## config.mk

```make
export PLATFORM = sky130hd
export DESIGN_NAME = mem_arbiter_rr
export DESIGN_NICKNAME = d
export VERILOG_FILES = /design/src/rtl/mem_arbiter_rr_pkg.sv /design/src/rtl/mem_arbiter_rr_picker.sv /design/src/rtl/mem_arbiter_rr.sv
export SDC_FILE = /design/constraint.sdc
export NUM_CORES = 1
export LEC_CHECK = 0
export CORE_AREA = 2 2 352 354
export CTS_BUF_LIST = sky130_fd_sc_hd__clkbuf_4
export DETAILED_ROUTE_END_ITERATION = 7
export DIE_AREA = 0 0 354 356
export HOLD_SLACK_MARGIN = 0.05
export PLACE_DENSITY = 0.43
export SLEW_MARGIN = 20
export SYNTH_ARGS = -nofsm -noshare
export SYNTH_HDL_FRONTEND = slang
export SYNTH_SLANG_ARGS = --single-unit
```

## constraint.sdc

```tcl
create_clock -name clk -period 18.7 [get_ports clk]
set_clock_uncertainty 0.05 [all_clocks]
set_input_delay 1.87 -clock clk [delete_from_list [all_inputs] [get_ports clk]]
set_output_delay 1.87 -clock clk [all_outputs]
set_load 0.1 [all_outputs]
```

## src/rtl/mem_arbiter_rr_pkg.sv

```systemverilog
// Shared constants and FSM encoding for the N-port memory arbiter.
package mem_arbiter_rr_pkg;

  localparam int ARB_FIXED = 0;
  localparam int ARB_RR    = 1;

  typedef enum logic [1:0] {
    ARB_IDLE = 2'd0,
    ARB_BUSY = 2'd1,
    ARB_RESP = 2'd2
  } arb_state_e;

endpackage

```

## src/rtl/mem_arbiter_rr_picker.sv

```systemverilog
// Combinational rotating-priority picker: first asserted request at or after start_i, wrapping.
module mem_arbiter_rr_picker #(
  parameter int N     = 3,
  parameter int IDX_W = (N > 1) ? $clog2(N) : 1
) (
  input  logic [N-1:0]     req_i,
  input  logic [IDX_W-1:0] start_i,
  output logic             valid_o,
  output logic [IDX_W-1:0] winner_o
);

  logic [IDX_W-1:0] idx;

  // NOTE: every signal driven here gets a default first so no path leaves it unassigned (no latch).
  always_comb begin
    valid_o  = 1'b0;
    winner_o = '0;
    idx      = '0;
    for (int k = 0; k < N; k++) begin
      idx = IDX_W'((int'(start_i) + k) % N);
      if (!valid_o && req_i[idx]) begin
        valid_o  = 1'b1;
        winner_o = idx;
      end
    end
  end

endmodule

```

## src/rtl/mem_arbiter_rr.sv

```systemverilog
// N-port arbiter in front of a single memory port; one transaction outstanding, optional watchdog.
module mem_arbiter_rr
  import mem_arbiter_rr_pkg::*;
#(
  parameter int NUM_PORTS = 3,
  parameter int ADDR_W    = 32,
  parameter int DATA_W    = 128,
  parameter int ARB_MODE  = 1,
  parameter int TIMEOUT   = 0
) (
  input  logic                           clk,
  input  logic                           reset,
  input  logic [NUM_PORTS-1:0]           req,
  input  logic [NUM_PORTS-1:0]           req_rw,
  input  logic [NUM_PORTS*ADDR_W-1:0]    req_addr,
  input  logic [NUM_PORTS*DATA_W-1:0]    req_wdata,
  output logic [NUM_PORTS-1:0]           ack,
  output logic [NUM_PORTS-1:0]           err,
  output logic [DATA_W-1:0]              rdata,
  output logic [$clog2(NUM_PORTS)-1:0]   grant_id,
  output logic                           busy,
  output logic                           mem_enable,
  output logic                           mem_rw,
  input  logic                           mem_ack,
  output logic [ADDR_W-1:0]              mem_addr,
  input  logic [DATA_W-1:0]              mem_data_out,
  output logic [DATA_W-1:0]              mem_data_in
);

  localparam int IDX_W    = $clog2(NUM_PORTS);
  localparam int TMO_LAST = (TIMEOUT > 0) ? TIMEOUT - 1 : 0;
  localparam int TMR_W    = (TMO_LAST > 0) ? $clog2(TMO_LAST + 1) : 1;

  arb_state_e             state_q;
  logic [IDX_W-1:0]       grant_q;
  logic [IDX_W-1:0]       rr_ptr_q;
  logic [IDX_W-1:0]       rr_ptr_d;
  logic [TMR_W-1:0]       timer_q;
  logic [NUM_PORTS-1:0]   ack_q;
  logic [NUM_PORTS-1:0]   err_q;
  logic [DATA_W-1:0]      rdata_q;
  logic [DATA_W-1:0]      wdata_q;
  logic [ADDR_W-1:0]      addr_q;
  logic                   rw_q;
  logic                   enable_q;
  logic                   busy_q;

  logic [IDX_W-1:0]       pick_start;
  logic [IDX_W-1:0]       pick_idx;
  logic                   pick_valid;
  logic [ADDR_W-1:0]      sel_addr;
  logic [DATA_W-1:0]      sel_wdata;
  logic                   sel_rw;
  logic                   timeout_hit;

  // Fixed priority is the same search pinned to start at port 0.
  assign pick_start = (ARB_MODE == ARB_FIXED) ? '0 : rr_ptr_q;

  mem_arbiter_rr_picker #(
    .N     (NUM_PORTS),
    .IDX_W (IDX_W)
  ) u_picker (
    .req_i    (req),
    .start_i  (pick_start),
    .valid_o  (pick_valid),
    .winner_o (pick_idx)
  );

  always_comb begin
    sel_addr  = '0;
    sel_wdata = '0;
    sel_rw    = 1'b0;
    for (int p = 0; p < NUM_PORTS; p++) begin
      if (pick_idx == IDX_W'(p)) begin
        sel_addr  = req_addr[p*ADDR_W +: ADDR_W];
        sel_wdata = req_wdata[p*DATA_W +: DATA_W];
        sel_rw    = req_rw[p];
      end
    end
  end

  assign rr_ptr_d    = (pick_idx == IDX_W'(NUM_PORTS - 1)) ? '0 : pick_idx + IDX_W'(1);
  assign timeout_hit = (TIMEOUT > 0) && (timer_q == TMR_W'(TMO_LAST));

  // NOTE: state registers use non-blocking assignments so every update sees pre-edge values.
  always_ff @(posedge clk or posedge reset) begin
    if (reset) begin
      state_q  <= ARB_IDLE;
      grant_q  <= '0;
      rr_ptr_q <= '0;
      timer_q  <= '0;
      ack_q    <= '0;
      err_q    <= '0;
      rdata_q  <= '0;
      wdata_q  <= '0;
      addr_q   <= '0;
      rw_q     <= 1'b0;
      enable_q <= 1'b0;
      busy_q   <= 1'b0;
    end else begin
      case (state_q)
        ARB_IDLE: begin
          if (pick_valid) begin
            grant_q  <= pick_idx;
            addr_q   <= sel_addr;
            wdata_q  <= sel_wdata;
            rw_q     <= sel_rw;
            rr_ptr_q <= rr_ptr_d;
            timer_q  <= '0;
            enable_q <= 1'b1;
            busy_q   <= 1'b1;
            state_q  <= ARB_BUSY;
          end
        end
        ARB_BUSY: begin
          // A completion in the timeout cycle takes precedence over the abort.
          if (mem_ack) begin
            if (!rw_q) rdata_q <= mem_data_out;
            ack_q    <= NUM_PORTS'(1) << grant_q;
            enable_q <= 1'b0;
            timer_q  <= '0;
            state_q  <= ARB_RESP;
          end else if (timeout_hit) begin
            ack_q    <= NUM_PORTS'(1) << grant_q;
            err_q    <= NUM_PORTS'(1) << grant_q;
            enable_q <= 1'b0;
            timer_q  <= '0;
            state_q  <= ARB_RESP;
          end else if (TIMEOUT > 0) begin
            timer_q <= timer_q + TMR_W'(1);
          end
        end
        ARB_RESP: begin
          ack_q   <= '0;
          err_q   <= '0;
          busy_q  <= 1'b0;
          state_q <= ARB_IDLE;
        end
        default: state_q <= ARB_IDLE;
      endcase
    end
  end

  assign ack         = ack_q;
  assign err         = err_q;
  assign rdata       = rdata_q;
  assign grant_id    = grant_q;
  assign busy        = busy_q;
  assign mem_enable  = enable_q;
  assign mem_rw      = rw_q;
  assign mem_addr    = addr_q;
  assign mem_data_in = wdata_q;

endmodule

```

**Yosys cells after proc, flatten, opt, wreduce, memory -nomap -nowiden**

Cells that the tools add are included.

- Add/sub/neg operators: 3
- Divide/modulo/power cells: 3
- Magnitude comparators: 3
- Equal/unequal tests: 6
- Shift-type cells: 1
- Multiplexer cells: 31
- Bitwise logic cells: 1
- Reductions and logical operators: 15

Operator list:

| cell | count |
|---|---|
| 2-to-1 mux 128 bit | 3 |
| 2-to-1 mux 32 bit | 3 |
| remainder unit 32 x 3 -> 32 bit (second input constant) | 2 |
| remainder unit 3 x 3 -> 32 bit (second input constant) | 1 |
| 2-to-1 mux 2 bit | 6 |
| 2-to-1 mux 1 bit | 11 |
| less-than comparator 2 x 3 -> 1 bit (second input constant) | 3 |
| AND reduction 2 bit | 4 |
| binary-select mux 1 bit (select 2 bit) | 3 |
| case mux 3 bit (2 select lines) | 1 |
| AND reduction 3 bit | 2 |
| nonzero test 2 bit | 3 |
| == test 2 x 1 -> 1 bit (second input constant) | 2 |
| == test 2 bit (second input constant) | 2 |
| zero test 2 bit | 2 |
| != test 2 bit (second input constant) | 2 |
| case mux 1 bit (2 select lines) | 2 |
| case mux 2 bit (2 select lines) | 1 |
| adder 2 x 1 -> 3 bit (second input constant) | 1 |
| adder 2 x 2 -> 3 bit (second input constant) | 1 |
| 2-to-1 mux 3 bit | 1 |
| left shift 1 x 2 -> 3 bit (first input constant) | 1 |
| adder 2 x 1 -> 2 bit (second input constant) | 1 |
| logical AND 1 bit | 2 |
| 2 further kinds | 3 |

- Flip-flop bits (word level): 300

**Longest topological paths before layout**

Gate-level depths: netlist of run 1.

- Depth after elaboration: 14
- Depth in mapped cells: 11
- Depth with buffers taken out: 8

**Cells and area by module**

Synthesis of run 1 repeated with hierarchy kept, for this count alone.

- Cells, all modules: 1357
- Area total of the unflattened synthesis: 14815.5 µm²

Modules (own cells, without submodules):

| module | times used | cells an instance | area an instance (µm²) | seq. area each (µm²) |
|---|---|---|---|---|
| mem_arbiter_rr | 1 | 1325 | 14564.0 | 7507.2 |
| mem_arbiter_rr_picker | 1 | 32 | 251.5 | 0.0 |

**Least setup slack after synthesis of run 1**

Ideal clock, no wire load.

- Kind: input-to-reg
- From: in req[1]
- To: reg wdata_q[100], in the netlist mem_data_in[100]
- Library setup time: 0.133 ns
- Data arrival time: 3.095 ns
- Slack: 15.422 ns
- Stages: 7
- Buffers on the path: 2
- Cell sequence: mux2i_1 o221ai_1 a32oi_1 buf_4 buf_2 mux2i_1 o211ai_1

- Cells in the longest elaborated chain, start to end: 13

Ends and longest elaborated chain:

| item | RTL line | RTL |
|---|---|---|
| start, declared | mem_arbiter_rr.sv:13 | `input logic [NUM_PORTS-1:0] req,` |
| binary-select mux 1 bit (select 2 bit) | mem_arbiter_rr_picker.sv:21 | `if (!valid_o && req_i[idx]) begin` |
| 2-to-1 mux 1 bit (not written as such) | mem_arbiter_rr_picker.sv:21 |  |
| 2-to-1 mux 1 bit | mem_arbiter_rr_picker.sv:21 |  |
| zero test 1 bit | mem_arbiter_rr_picker.sv:21 |  |
| logical AND 1 bit | mem_arbiter_rr_picker.sv:21 |  |
| 2-to-1 mux 1 bit | mem_arbiter_rr_picker.sv:21 |  |
| zero test 1 bit | mem_arbiter_rr_picker.sv:21 |  |
| logical AND 1 bit | mem_arbiter_rr_picker.sv:21 |  |
| 2-to-1 mux 2 bit | mem_arbiter_rr_picker.sv:21 |  |
| zero test 2 bit | mem_arbiter_rr.sv:74 | `if (pick_idx == IDX_W'(p)) begin` |
| 2-to-1 mux 128 bit (3 in a row) | mem_arbiter_rr.sv:74 |  |
| end signal, assigned | mem_arbiter_rr.sv:106 | `wdata_q <= sel_wdata;` |
| end, declared | mem_arbiter_rr.sv:42 | `logic [DATA_W-1:0] wdata_q;` |

Parallel ways exist; a longest one is shown, timed or not. The select of a mux whose other input is x is not followed.
A chain may end at the register's enable or synchronous reset.

**Worst setup path after layout of run 1**

- From: in req[0]
- To: reg wdata_q[68], in the netlist mem_data_in[68]

Same word-level chain as after synthesis.

==> results of run 1 <==
## state kept, by name (all words and copies together) (netlist names)
signal and cells:
grant_id 2, mem_data_in 128, rdata 128, pick_start 2, mem_enable 1, busy 1, ack 3, mem_rw 1
mem_addr 32, state_q 2
## final timing paths
| check | start | endpoint | cells past startpoint |
|---|---|---|---|
| worst min-delay path | mem_data_in[15] | mem_data_in[15] | 2 |
| min in group asynchronous | reset | mem_data_in[25] | 2 |
| max in group asynchronous | reset | rdata[95] | 5 |
| worst max-delay path | req[0] | mem_data_in[68] | 9 |
| worst min register to register | mem_data_in[15] | mem_data_in[15] | 2 |
| worst max register to register | pick_start[1] | mem_data_in[68] | 10 |
## cell families (layout without fill, tap and decap cells)
group                    Yosys count  count (layout)  share of synthesized area [%]
other                              1              26                        0.02602
AO/OA/AOI/OAI                    393             393                          16.97
multiplexers                     189             189                          14.24
buffers and inverters            136            1102                          4.488
adder cells (fa/ha/maj)            4               4                         0.3473
AND/OR/NAND/NOR                  352             352                          11.84
flip-flops                       300             300                          52.09
## cells in the mapped netlist (2+ instances only)
master	instances
nand2b_1	3
o211ai_1	58
buf_1	7
nand3_1	59
nand2_1	171
o21ai_0	108
buf_4	22
ha_1	4
nor2_1	3
and3_1	104
a211oi_1	103
nor2b_1	5
mux2i_1	61
clkbuf_1	56
o21ai_1	104
inv_1	8
buf_2	43
a31oi_1	2
dfrtp_1	300
a21oi_1	5
mux2_2	128
a22oi_1	2
## layout make-up
type                    count  area, sq um  area share (%)
well taps                1637         2048           7.751
inverters                   8        37.54          0.1421
multi-input cells         941         6349           24.03
clock buffers             135         1013           3.835
clock inverters            28        205.2          0.7766
repair buffers            931         9206           34.84
flip-flops and latches    300         7507           28.41
diodes                     23        57.56          0.2178
## layout by cell type, fill, tap and decap left out, drive strengths merged, types with 43 or more instances in the layout
master / count
clkdlybuf4s50: 888
dfrtp: 300
o21ai: 212
nand2: 172
clkbuf: 135
mux2: 128
and3: 104
a211oi: 103
mux2i: 61
nand3: 60
o211ai: 58
buf: 43
## worst min-delay path, delay by kind of cell (launching register included)
family           cells  cell delay [ps]
flip-flops           1              330
AO/OA/AOI/OAI        1               70
AND/OR/NAND/NOR      1               50
## routing by layer
metal | wire length, um | vias up | track usage (%)
li1 | - | 6890 | -
met4 | 2598 | 32 | 6.186
met2 | 44640 | 746 | 23.12
met1 | 37430 | 7356 | 16.67
met5 | 203 | - | 0
met3 | 10060 | 154 | 6.776
## stage by stage
| stage | utilization [%] | setup slack (ps) |
|---|---|---|
| final | 21.54 | 13580 |
| after global routing | 21.53 | 13430 |
| after CTS | 21.50 | 13700 |
| after detailed placement | 20.51 | 12510 |
| after global placement | 20.51 | 12590 |
| after floorplan | - | 8491 |
==> results.py, run 1 <==
metrics = {
    "die": {
        "floorplan.rows": 129,
        "fp.dieW_um": 354,
        "start_util_pct": 11.75,
        "core_region_area_sq_um": 122700,
        "io_pins": 916,
        "vertical_die_dimension_um": 356,
        "design.die.area_sq_um": 126000,
    },
    "synth": {
        "yosysWarnings": 0,
        "dominantRegCellSynth": "dfrtp_1",
        "netlist_top_cells_area": "dfrtp_1, mux2_2, a211oi_1",
        "synth_async_sr_flop_share_pct": 100.0,
        "netlist.area_leader.share_pct": 52.09,
        "post_synth.cell_area_avg_sq_um": 10.48,
        "ys_seq_elements": 300,
        "seq_area_frac_synth_pct": 52.09,
        "synth_area_leader_cell": "dfrtp_1",
        "synth_enable_flop_cells": 0,
        "cell_count_after_synthesis": 1375,
        "post_synth_num_cell_types": 41,
        "syn-cell-area_sq_um": 14410,
    },
    "critical_path": {
        "criticalPathCategory": "in2reg",
        "worst_ep_arrival_time_ps": 5870,
        "critical_path.max_fanout": 100,
        "critical_path.cell_chain": "clkdlybuf4s50_1 -> nand2b_1 -> a21o_2 -> a21boi_4 -> buf_4 -> nand2_8 -> buf_4 -> nand3_1 -> o211ai_1",
        "crit_path_top_delay_cell": "buf_4",
        "reg2reg_slack_ps": 14220,
        "path_delay_family": "buffers and inverters",
        "setup_crit_end_kind": "flop",
        "slowest_delay_ps": 890,
        "critPathMostFrequentCell": "buf_4",
        "kind_of_start_point_of_the_critical_path": "input port",
        "timing.critical_path.buf_inv": 3,
        "critical_path_required_ps": 19450,
    },
    "cts": {
        "cts_resized": 0,
        "ctsLongestPathBuffers": 3,
        "cts.sinks": 300,
        "post-cts-setup-buffer-count": 0,
        "clk_root_buffer_cell": "clkbuf_4",
        "cts_htree_levels": 3,
        "clock_insertion_delay_worst_skew_ps": 980,
        "cts_inserted_buffers": 96,
        "cts_hold_buffers": 0,
        "tritoncts": "built",
        "worst_setup_hold_path_clk_slew_ps": 60,
    },
    "place": {
        "place.gp.congestion": 0.8198,
        "dp.cells": 3817,
        "buffer_ports.inserted": 912,
        "placedInstanceArea_sq_um": 25160,
        "hpwl_um": 72170,
    },
    "route": {
        "routedWlPerCell_um": 23.71,
        "detail_route.iter0.violations": 756,
        "detailroute.via_count": 15178,
        "ant_nets": 0,
        "first_pass_iteration_count_of_the_detailed_router": 5,
        "drt-vias-per-instance": 3.792,
        "postRouteWirelength_um": 94930,
        "route.detailed.drc": 0,
    },
    "grt": {
        "first_global_vias": 15973,
        "grt_first_pass_wirelength_um": 128400,
        "globalRoute.totalOverflow": 0,
        "maximum_number_of_pins_on_one_net_before_global_route_repair": 101,
        "grt_util_all_layers_pct": 14.52,
        "number_of_antenna_violations_at_the_first_check_in_global_routing": 48,
    },
    "timing": {
        "timing.final.crit_period_ps": 5122,
        "worst_slew_margin_rel_pct": 21.76,
        "timing.final.setup_violations": 0,
        "hold_viol": 0,
        "maxClockFrequency_ghz": 0.1952,
        "worst-slew-pin-transition_ps": 1170,
        "timing.hold.ws_ps": 435.3,
        "slew_viol_final": 0,
        "fin_tns_setup_ps": 0,
        "grt_setup_unrepaired": "false",
        "min_period_over_period_pct": 27.39,
    },
    "worst_hold_path": {
        "holdCritPathClass": "reg2reg",
    },
    "final_layout": {
        "syn2layout_area_growth_pct": 83.34,
        "design_area_sq_um": 26420,
        "final.fill_count": 13453,
        "drive_gt1_share_pct": 14.00,
        "final-instance-count-excl-fill": 4003,
        "finish.net_count": 2899,
    },
    "status": {
        "outcome": "complete, no violations",
    },
    "run": {
        "timing.max_cap.violations": 0,
    },
}
Power of run 1 is not shown: default switching activity piles up to over one toggle a cycle in this logic, so the estimate is an artifact.
==> run 2, diff against run 1 <==
- CORE_AREA: 2 2 352 354 -> 2 2 355 357
- DIE_AREA: 0 0 354 356 -> 0 0 357 359
- PLACE_DENSITY: 0.43 -> 0.42
- clock period: 18.7 -> 5.09 ns (I/O delays scaled with it)
==> run 2 against run 1 <==
Net effect:
- routed wire length up 2.7%
- sequential share of layout area down 3.9 points
- final cell count up 11%
- global-route usage up 0.21 points
- register-to-register slack worse by 13000 ps
- core utilization up 3.0 points
- setup slack worse by 12000 ps
- die area up 1.7%
- flip-flop and latch count unchanged
- worst hold slack worse by 180 ps
- via count up 11%
- non-clock buffer count up 406
- critical endpoint is now mem_addr[6]
==> results.py, run 2 (synthesis gave the netlist of run 1 again) <==
metrics = {
    "status": {
        "outcome": "complete, no violations",
    },
    "grt": {
        "met2_usage_pct": 24.70,
        "grt_first_pass_wirelength_um": 134300,
        "global_route.usage.met3_pct": 6.553,
        "first_global_vias": 18073,
        "globalRoute.totalOverflow": 0,
        "number_of_antenna_violations_at_the_first_check_in_global_routing": 45,
        "grt_use_met1_pct": 16.46,
        "grt_util_all_layers_pct": 14.73,
        "top_usage_layer": "met2",
        "maximum_number_of_pins_on_one_net_before_global_route_repair": 164,
    },
    "route": {
        "route.detailed.drc": 0,
        "first_pass_iteration_count_of_the_detailed_router": 5,
        "ant_nets": 0,
        "routedWlPerCell_um": 22.03,
        "drt-vias-per-instance": 3.814,
        "detail_route.iter0.violations": 727,
        "detailroute.via_count": 16879,
        "postRouteWirelength_um": 97470,
    },
    "final_layout": {
        "layout.core_utilization_pct": 24.58,
        "syn2layout_area_growth_pct": 112.5,
        "drive_gt1_share_pct": 11.93,
        "most-common-layout-cells": "clkdlybuf4s50_1, dlygate4sd3_1, dfrtp_1",
        "leading_cell_type_in_the_layout_fill_and_taps_excluded": "clkdlybuf4s50_1",
        "finish.net_count": 3312,
        "final.fill_count": 13518,
    },
    "timing": {
        "min_period_over_period_pct": 78.78,
        "maxClockFrequency_ghz": 0.2494,
        "fin_tns_setup_ps": 0,
        "timing.final.setup_violations": 0,
        "worst-slew-pin-transition_ps": 1153,
        "timing.final.crit_period_ps": 4010,
        "worst_slew_margin_rel_pct": 22.92,
        "slew_viol_final": 0,
        "grt_setup_unrepaired": "false",
        "hold_viol": 0,
    },
    "critical_path": {
        "termination_of_the_worst_setup_path": "mem_addr[6]",
        "reg2reg_slack_ps": 1080,
        "critical_path.max_fanout": 78,
        "criticalPathCategory": "reg2reg",
        "rr_endpoint": "mem_addr[6]",
        "setup_crit_end_kind": "flop",
        "critical_path_required_ps": 5870,
        "kind_of_start_point_of_the_critical_path": "flop",
        "cp_startpoint": "pick_start[0]",
        "crit-reg2reg-launch": "pick_start[0]",
        "worst_ep_arrival_time_ps": 4790,
        "worst_r2r_path_depth": 9,
    },
    "die": {
        "floorplan.rows": 130,
        "design.die.area_sq_um": 128200,
        "start_util_pct": 11.57,
        "vertical_die_dimension_um": 359,
        "fp.dieW_um": 357,
        "io_pins": 916,
        "core_region_area_sq_um": 124600,
    },
    "run": {
        "timing.max_cap.violations": 0,
    },
    "place": {
        "place.gp.congestion": 0.8525,
        "hpwl_um": 72660,
        "buffer_ports.inserted": 912,
    },
    "cts": {
        "clock_insertion_delay_worst_skew_ps": 960,
        "cts.sinks": 300,
        "tritoncts": "built",
        "cts_resized": 0,
        "worst_setup_hold_path_clk_slew_ps": 60,
        "post-cts-setup-buffer-count": 0,
        "cts_inserted_buffers": 103,
        "cts_htree_levels": 3,
        "ctsLongestPathBuffers": 3,
        "clk_root_buffer_cell": "clkbuf_4",
        "cts_hold_buffers": 399,
    },
    "worst_hold_path": {
        "holdCritPathClass": "in2reg",
    },
}
## run 2: cell count changes in the layout (fill, tap and decap cells not counted)
cell / before / now
dlygate4sd3_1: 0 / 399
clkinv_1: 20 / 27
clkdlybuf4s50_1: 888 / 896
inv_8: 1 / 0
buf_2: 2 / 1
inv_6: 2 / 1
clkinv_2: 1 / 4
clkinv_4: 2 / 1
bufinv_16: 3 / 2
buf_12: 0 / 10
diode_2: 23 / 17
buf_4: 41 / 31
clkinvlp_4: 0 / 3
## run 2: cell type report
type | count | area (sq um) | share of cell area, %
Clock inverter | 37 | 214.0 | 0.6986
Tap cell | 1650 | 2064 | 6.741
Clock buffer | 135 | 1013 | 3.309
Timing Repair Buffer | 1337 | 13400 | 43.76
Multi-Input combinational cell | 941 | 6349 | 20.73
Antenna cell | 17 | 42.54 | 0.1389
Inverter | 8 | 33.78 | 0.1103
Sequential cell | 300 | 7507 | 24.51
## run 2: critical path: stages (launching register included)
cell           delay, ps
dfrtp_1              370
inv_1                100
ha_1                 430
a21oi_1              270
nand4_4              480
nand2_8              690
buf_4                580
a211oi_1             180
o21ai_1              150
dlygate4sd3_1        560
## run 2: through the flow
stage	area, sq um	hold WS (ps)	setup WS, ps	cells
after floorplan	14420	436.0	543.9	1377
after global placement	25370	416.3	1309	3837
after detailed placement	25370	424.6	1347	3837
after CTS	30590	50.42	985.2	4408
after global routing	30620	109.2	754.8	4424
final	30620	258.0	1080	4425
## run 2: worst min path at each step
stage                                start               to  cells past startpoint
after CTS                   req_wdata[162]  mem_data_in[34]                      3
after global routing      mem_data_out[23]        rdata[23]                      2
after global placement     mem_data_in[41]  mem_data_in[41]                      2
after floorplan                 state_q[1]       state_q[0]                      1
final                     mem_data_out[23]        rdata[23]                      2
after detailed placement   mem_data_in[55]  mem_data_in[55]                      2
## run 2: per-layer routing
layer	vias up	routed length (um)
met5	-	168
li1	7714	-
met3	173	10210
met1	8230	37530
met2	732	47230
met4	30	2330
Power of run 2 is left out for the same reason.
